## src/rtl/victim_cache_ctrl.sv

```systemverilog
// victim_cache_ctrl: fully associative victim cache for lines evicted from the
// direct-mapped main cache. A lookup hit streams the line back one word per
// cycle and then invalidates the entry, so a hit is exclusive.
// Optional feature: define VICTIM_PARITY_EN to store one even-parity bit per
// word and flag mismatches on readout through rd_parity_err.
//
// state   | meaning
// --------+-------------------------------------------------------------
// IDLE    | accepting flush / lookup / insert (in that priority)
// READOUT | streaming the hit line, word offset rd_offset on rd_data
// INSERT  | capturing one ins_data word per cycle into the target entry
module victim_cache_ctrl #(
  parameter int ENTRIES    = 4,
  parameter int LINE_WORDS = 4,
  parameter int WORD_W     = 32,
  parameter int TAG_W      = 22
) (
  input  logic                          sysclk,
  input  logic                          nRESET,
  input  logic                          flush,
  input  logic                          lk_req,
  input  logic [TAG_W-1:0]              lk_tag,
  output logic                          lk_hit,
  output logic                          lk_miss,
  output logic                          rd_valid,
  output logic [WORD_W-1:0]             rd_data,
  output logic [$clog2(LINE_WORDS)-1:0] rd_offset,
  output logic                          rd_parity_err,
  input  logic                          ins_req,
  output logic                          ins_ready,
  input  logic [TAG_W-1:0]              ins_tag,
  input  logic [WORD_W-1:0]             ins_data,
  output logic                          ins_done,
  output logic                          busy,
  output logic [ENTRIES-1:0]            valid_vec,
  output logic [$clog2(ENTRIES)-1:0]    oldest
);

  localparam int IW = $clog2(ENTRIES);
  localparam int OW = $clog2(LINE_WORDS);
  localparam logic [OW-1:0] LAST_OFF = OW'(LINE_WORDS - 1);

  typedef enum logic [1:0] {
    IDLE    = 2'd0,
    READOUT = 2'd1,
    INSERT  = 2'd2
  } state_t;

  state_t state, state_nxt;

  // Storage arrays carry no reset; only the valid bits qualify their contents.
  logic [WORD_W-1:0] mem  [ENTRIES][LINE_WORDS];
  logic [TAG_W-1:0]  tags [ENTRIES];
  logic [ENTRIES-1:0] valid;

  logic [IW-1:0]    cur_idx;
  logic [OW-1:0]    cnt;
  logic [TAG_W-1:0] ins_tag_q;

  logic          lk_match;
  logic [IW-1:0] lk_idx;
  logic          eq_found, inv_found;
  logic [IW-1:0] eq_idx, inv_idx;
  logic [IW-1:0] ins_tgt;
  logic          adv_oldest;

  logic          lk_fire, ins_fire, rd_last, ins_last;
  logic          wr_en;
  logic [IW-1:0] wr_idx;
  logic [OW-1:0] wr_off;

  logic [IW-1:0]     rd_sel_idx;
  logic [OW-1:0]     rd_sel_off;
  logic [WORD_W-1:0] rd_sel_word;
  logic              rd_sel_perr;

  assign valid_vec = valid;
  assign busy      = (state != IDLE);
  assign ins_ready = (state == IDLE) && !lk_req && !flush;

  // Lookup match; scanning downward lets the lowest matching index win.
  always_comb begin
    lk_match = 1'b0;
    lk_idx   = '0;
    for (int i = ENTRIES - 1; i >= 0; i--) begin
      if (valid[i] && (tags[i] == lk_tag)) begin
        lk_match = 1'b1;
        lk_idx   = IW'(i);
      end
    end
  end

  // Insert target: same-tag entry, else lowest invalid, else round-robin victim.
  always_comb begin
    eq_found  = 1'b0;
    eq_idx    = '0;
    inv_found = 1'b0;
    inv_idx   = '0;
    for (int i = ENTRIES - 1; i >= 0; i--) begin
      if (valid[i] && (tags[i] == ins_tag)) begin
        eq_found = 1'b1;
        eq_idx   = IW'(i);
      end
      if (!valid[i]) begin
        inv_found = 1'b1;
        inv_idx   = IW'(i);
      end
    end
    adv_oldest = !eq_found && !inv_found;
    ins_tgt    = eq_found ? eq_idx : (inv_found ? inv_idx : oldest);
  end

  // State register.
  always_ff @(posedge sysclk or negedge nRESET) begin
    if (!nRESET) state <= IDLE;
    else         state <= state_nxt;
  end

  // Next-state decode and per-edge control strobes.
  always_comb begin
    state_nxt = state;
    lk_fire   = 1'b0;
    ins_fire  = 1'b0;
    rd_last   = 1'b0;
    ins_last  = 1'b0;
    case (state)
      IDLE: begin
        if (!flush && lk_req) begin
          lk_fire = 1'b1;
          if (lk_match) state_nxt = READOUT;
        end else if (ins_ready && ins_req) begin
          ins_fire  = 1'b1;
          state_nxt = INSERT;
        end
      end
      READOUT: begin
        if (flush) begin
          state_nxt = IDLE;
        end else if (rd_offset == LAST_OFF) begin
          rd_last   = 1'b1;
          state_nxt = IDLE;
        end
      end
      INSERT: begin
        if (flush) begin
          state_nxt = IDLE;
        end else if (cnt == LAST_OFF) begin
          ins_last  = 1'b1;
          state_nxt = IDLE;
        end
      end
      default: state_nxt = IDLE;
    endcase
  end

  // Array write port: word 0 lands at the accept edge, the rest follow in INSERT.
  always_comb begin
    wr_en  = 1'b0;
    wr_idx = cur_idx;
    wr_off = cnt;
    if (ins_fire) begin
      wr_en  = 1'b1;
      wr_idx = ins_tgt;
      wr_off = '0;
    end else if (state == INSERT && !flush) begin
      wr_en = 1'b1;
    end
  end

  // Word selected for the next readout cycle: offset 0 on a hit, else the next offset.
  always_comb begin
    if (state == IDLE) begin
      rd_sel_idx = lk_idx;
      rd_sel_off = '0;
    end else begin
      rd_sel_idx = cur_idx;
      rd_sel_off = OW'(rd_offset + 1'b1);
    end
  end
  assign rd_sel_word = mem[rd_sel_idx][rd_sel_off];

`ifdef VICTIM_PARITY_EN
  logic par [ENTRIES][LINE_WORDS];

  // Even-parity bit per stored word, written alongside the data.
  always_ff @(posedge sysclk) begin
    if (wr_en) par[wr_idx][wr_off] <= ^ins_data;
  end

  assign rd_sel_perr = (^rd_sel_word) ^ par[rd_sel_idx][rd_sel_off];
`else
  assign rd_sel_perr = 1'b0;
`endif

  // Data and tag storage; the tag is committed together with the last word.
  always_ff @(posedge sysclk) begin
    if (wr_en)    mem[wr_idx][wr_off] <= ins_data;
    if (ins_last) tags[cur_idx]       <= ins_tag_q;
  end

  // Valid bits, replacement pointer, readout pipeline and handshake pulses.
  always_ff @(posedge sysclk or negedge nRESET) begin
    if (!nRESET) begin
      valid         <= '0;
      oldest        <= '0;
      cur_idx       <= '0;
      cnt           <= '0;
      ins_tag_q     <= '0;
      lk_hit        <= 1'b0;
      lk_miss       <= 1'b0;
      ins_done      <= 1'b0;
      rd_valid      <= 1'b0;
      rd_data       <= '0;
      rd_offset     <= '0;
      rd_parity_err <= 1'b0;
    end else begin
      lk_hit   <= 1'b0;
      lk_miss  <= 1'b0;
      ins_done <= 1'b0;
      if (flush) begin
        valid         <= '0;
        oldest        <= '0;
        rd_valid      <= 1'b0;
        rd_parity_err <= 1'b0;
      end else begin
        if (lk_fire) begin
          if (lk_match) begin
            lk_hit        <= 1'b1;
            cur_idx       <= lk_idx;
            rd_valid      <= 1'b1;
            rd_offset     <= '0;
            rd_data       <= rd_sel_word;
            rd_parity_err <= rd_sel_perr;
          end else begin
            lk_miss <= 1'b1;
          end
        end
        if (ins_fire) begin
          cur_idx        <= ins_tgt;
          valid[ins_tgt] <= 1'b0;
          cnt            <= OW'(1);
          ins_tag_q      <= ins_tag;
          if (adv_oldest) oldest <= IW'(oldest + 1'b1);
        end
        if (state == READOUT) begin
          if (rd_last) begin
            valid[cur_idx] <= 1'b0;
            rd_valid       <= 1'b0;
            rd_parity_err  <= 1'b0;
          end else begin
            rd_offset     <= rd_sel_off;
            rd_data       <= rd_sel_word;
            rd_parity_err <= rd_sel_perr;
          end
        end
        if (state == INSERT) begin
          if (ins_last) begin
            valid[cur_idx] <= 1'b1;
            ins_done       <= 1'b1;
          end else begin
            cnt <= OW'(cnt + 1'b1);
          end
        end
      end
    end
  end

endmodule
```

## config.mk

```make
export PLATFORM = sky130hd
export DESIGN_NAME = victim_cache_ctrl
export DESIGN_NICKNAME = d
export VERILOG_FILES = /design/src/rtl/victim_cache_ctrl.sv
export SDC_FILE = /design/constraint.sdc
export NUM_CORES = 1
export LEC_CHECK = 0
export CORE_ASPECT_RATIO = 1.2
export CORE_MARGIN = 1.5
export CORE_UTILIZATION = 53
export DETAILED_ROUTE_END_ITERATION = 16
export PLACE_DENSITY = 0.82
export SLEW_MARGIN = 25
export SYNTH_ARGS = -nofsm -noshare
export SYNTH_HDL_FRONTEND = slang
export SYNTH_SLANG_ARGS = --single-unit
```

## constraint.sdc

```tcl
create_clock -name sysclk -period 4.4 [get_ports sysclk]
set_input_delay 0.66 -clock sysclk [delete_from_list [all_inputs] [get_ports sysclk]]
set_output_delay 0.66 -clock sysclk [all_outputs]
set_load 0.02 [all_outputs]
```

==> results.md <==
- Post-synth EDFFs: 600
- Pre-antenna DRT Iters: 5
- DR WL/cell: 28.4 µm
- Yosys warns: 0
- Worst slack at placement: 0.177 ns
- Synth top area share: 66.8%
- # Post-CTS Setup Buffers: 0
- Sequential power share: 55.3%
- Status: finished clean
- Endpoint type of the worst setup path: flip-flop
- Max-slew violation count: 0
- Crit path kind: in2reg
- Worst EP arrival: 4.03 ns
- Slowest cell on crit path: nor4_1
- Clock-pin slew on the worst setup and hold paths: 0.06 ns
- Comb power frac: 4.1%
- Gr usage total: 28.2%
- First-pass GRT wire length: 108 mm
- CP required: 4.72 ns
- Clock Tree Root: clkbuf_16
- Max Freq: 270 MHz
- Antenna Nets Post-Route: 0
- Max IR drop VDD: 374 µV
- Slew Limit Headroom: 33.5%
- Sequential area share after synthesis: 73.5%
- Nets: 1,973
- DRC viols: 0
- CP peak stage delay: 0.70 ns
- Crit path time final: 3.71 ns
- IO Pins: 128
- Top_reg_cell synth: edfxtp_1
- Worst path bufs/invs: 3
- Synth unique cells: 62
- Slew @ Worst Pin: 0.997 ns
- Die Y: 250 µm
- Initial antenna violation count: 2
- Pin count of the biggest net entering global routing: 65
- Post-synth top area cell: edfxtp_1
- RSZ-0062 raised after global routing: false
- Core box area: 50,200 µm²
- Hold Fails Final Rpt: 0
- First DRT Iteration DRCs: 1,625
- Flops & latches, synth: 672
- Routed wire length: 73.5 mm
- Leakage: 10.6 nW
- Dominant cells by area after synthesis: edfxtp_1 (67%), dfrtp_1 (6.7%), mux2i_1 (3.4%)
- Die Wd: 209 µm
- Final worst slack: 0.692 ns
- Crit-path leading delay family: simple AND/OR/NAND/NOR gates
- Hold Path Class: in2async
- Switching power: 0.00275 W
- Hpwl dp: 44.6 mm
- Setup slack, reg-to-reg: 0.83 ns
- Critical path startpoint category: input port
- Net Count, Synth: 1,769
- Mapped Cells: 1,686
- Internal: 0.0102 W
- Power Density: 406 nW/µm²
- Fin crit share: 84.3%
- Syn_area_per_cell: 16.0 µm²
- Initial Util: 53.7%
- Cts hold-fix bufs: 0
- Clock sink count: 672
- Share of post-route cells with drive strength above 1: 15.0%
- Post-cts sizing count: 0
- Total Neg Setup Slack: 0 ns
- Switching part of the total: 21.2%
- Post-Route Utilization: 63.7%
- CP cell instances: clkdlybuf4s50_1 -> xor2_1 -> nor4_1 -> nand4_1 -> nor3_1 -> o21bai_1 -> a21bo_2 -> o21ai_0 -> buf_4 -> or2_2 -> nor2_4 -> buf_12
- Clock Skews: 0.0320 ns
- Die Area: 52,300 µm²
- Ys async rst share: 10.7%
- # rows: 90
- Cts bufs inserted: 61
- Commonest cells post-synth: edfxtp_1 (600), o22ai_1 (129), nand2_1 (98)
- Grt ovf: 0
- Clock latency on the worst-skew pair: 0.65 ns
- Synth-to-Final Area Change: 18.6%
- Htree depth: 2
- Cell area after synthesis: 27,000 µm²
- CTS tree: done
- Routability congestion estimate: 1.07
- Final setup fails: 0
- DR vias: 16,400
- Crit path max fanout: 26
- Top-count cell post-synth: edfxtp_1
- Clk buf depth: 3
- Clk pwr share: 40.5%
- Max cap viols: 0
- PortBufs: 126
- Via density: 6.35
- Vias in the first global route: 17,200
cell usage in the layout (no fill, tap or decap), types with 16 or more instances in the layout:
master             n
edfxtp_1         600
o22ai_1          129
clkdlybuf4s50_1  125
nand2_1           97
xor2_1            93
mux2i_1           92
xnor2_1           85
buf_4             81
dfrtp_1           72
clkbuf_16         61
nand3_1           42
or3_1             37
nand4_1           33
a221oi_1          32
a211o_1           32
a2111oi_2         30
buf_12            30
nor4_1            29
mux2_2            22
nor2_1            21
clkbuf_1          19
nor2_4            17
and2_0            17
and2_1            16
layer usage:
| metal | vias up | global-route usage (%) | wire (µm) |
|---|---|---|---|
| met5 | - | 0 | 0 |
| met4 | 0 | 14.9 | 3710 |
| li1 | 7019 | - | - |
| met2 | 972 | 48.2 | 37300 |
| met3 | 222 | 5.15 | 6090 |
| met1 | 8221 | 34.2 | 26400 |
final cells by class:
type                       instances  area [µm²]
tap                              644         806
clock inverter                    31         339
inverter                           6        22.5
timing repair buffer             237        2490
sequential                       672       19800
fill                            3419       18200
clock buffer                      83        1640
antenna                            3        7.51
multi-input combinational        912        6870
final timing paths:
check                               from       endpoint  depth (start not counted)
min reg2reg                ins_tag_q[12]    tags[2][12]                          0
max                          ins_tag[17]      mem[0][1]                         12
max reg2reg                   tags[2][0]      mem[0][1]                         11
min in group sysclk        ins_tag_q[12]    tags[2][12]                          0
max in group asynchronous         nRESET   valid_vec[1]                          2
min                               nRESET  ins_tag_q[21]                          1
metrics by stage:
stage	hold WS [ns]	total power (W)	cell area [µm²]	cells
after global routing	0.225	0.0133	32000	2587
after global placement	0.480	0.00782	30000	2470
after detailed placement	0.500	0.00784	30000	2470
final	0.193	0.0130	32000	2588
after CTS	0.197	0.0130	32000	2584
after floorplan	0.364	0.00750	27000	1686
power groups by stage:
stage                     Combinational (W)  Clock, W  Sequential, W
after floorplan                    0.000226         0        0.00728
after global placement             0.000517         0        0.00730
after detailed placement           0.000528         0        0.00731
after CTS                          0.000534   0.00529        0.00718
after global routing               0.000571   0.00553        0.00719
final                              0.000538   0.00526        0.00718
logic make-up (layout without fill, tap and decap cells):
family                   Yosys count  count (layout)  synth area share, %
AO/OA/AOI/OAI                    260             260                 7.72
XOR/XNOR                         178             178                 5.78
adder cells (fa/ha/maj)            2               2               0.0927
buffers and inverters            102             357                 1.64
flip-flops                       672             672                 73.5
multiplexers                     114             114                 4.33
other                              1               4               0.0139
AND/OR/NAND/NOR                  357             357                 6.96
registers in the layout, summed over array words and instances (netlist names):
register / cells
lk_miss: 1
tags: 88
cnt: 2
valid_vec: 4
mem: 512
rd_offset: 2
rd_data: 32
state: 2
cur_idx: 2
rd_valid: 1
lk_hit: 1
ins_done: 1
ins_tag_q: 22
oldest: 2
Note: power is estimated with default switching activity, not from simulation.
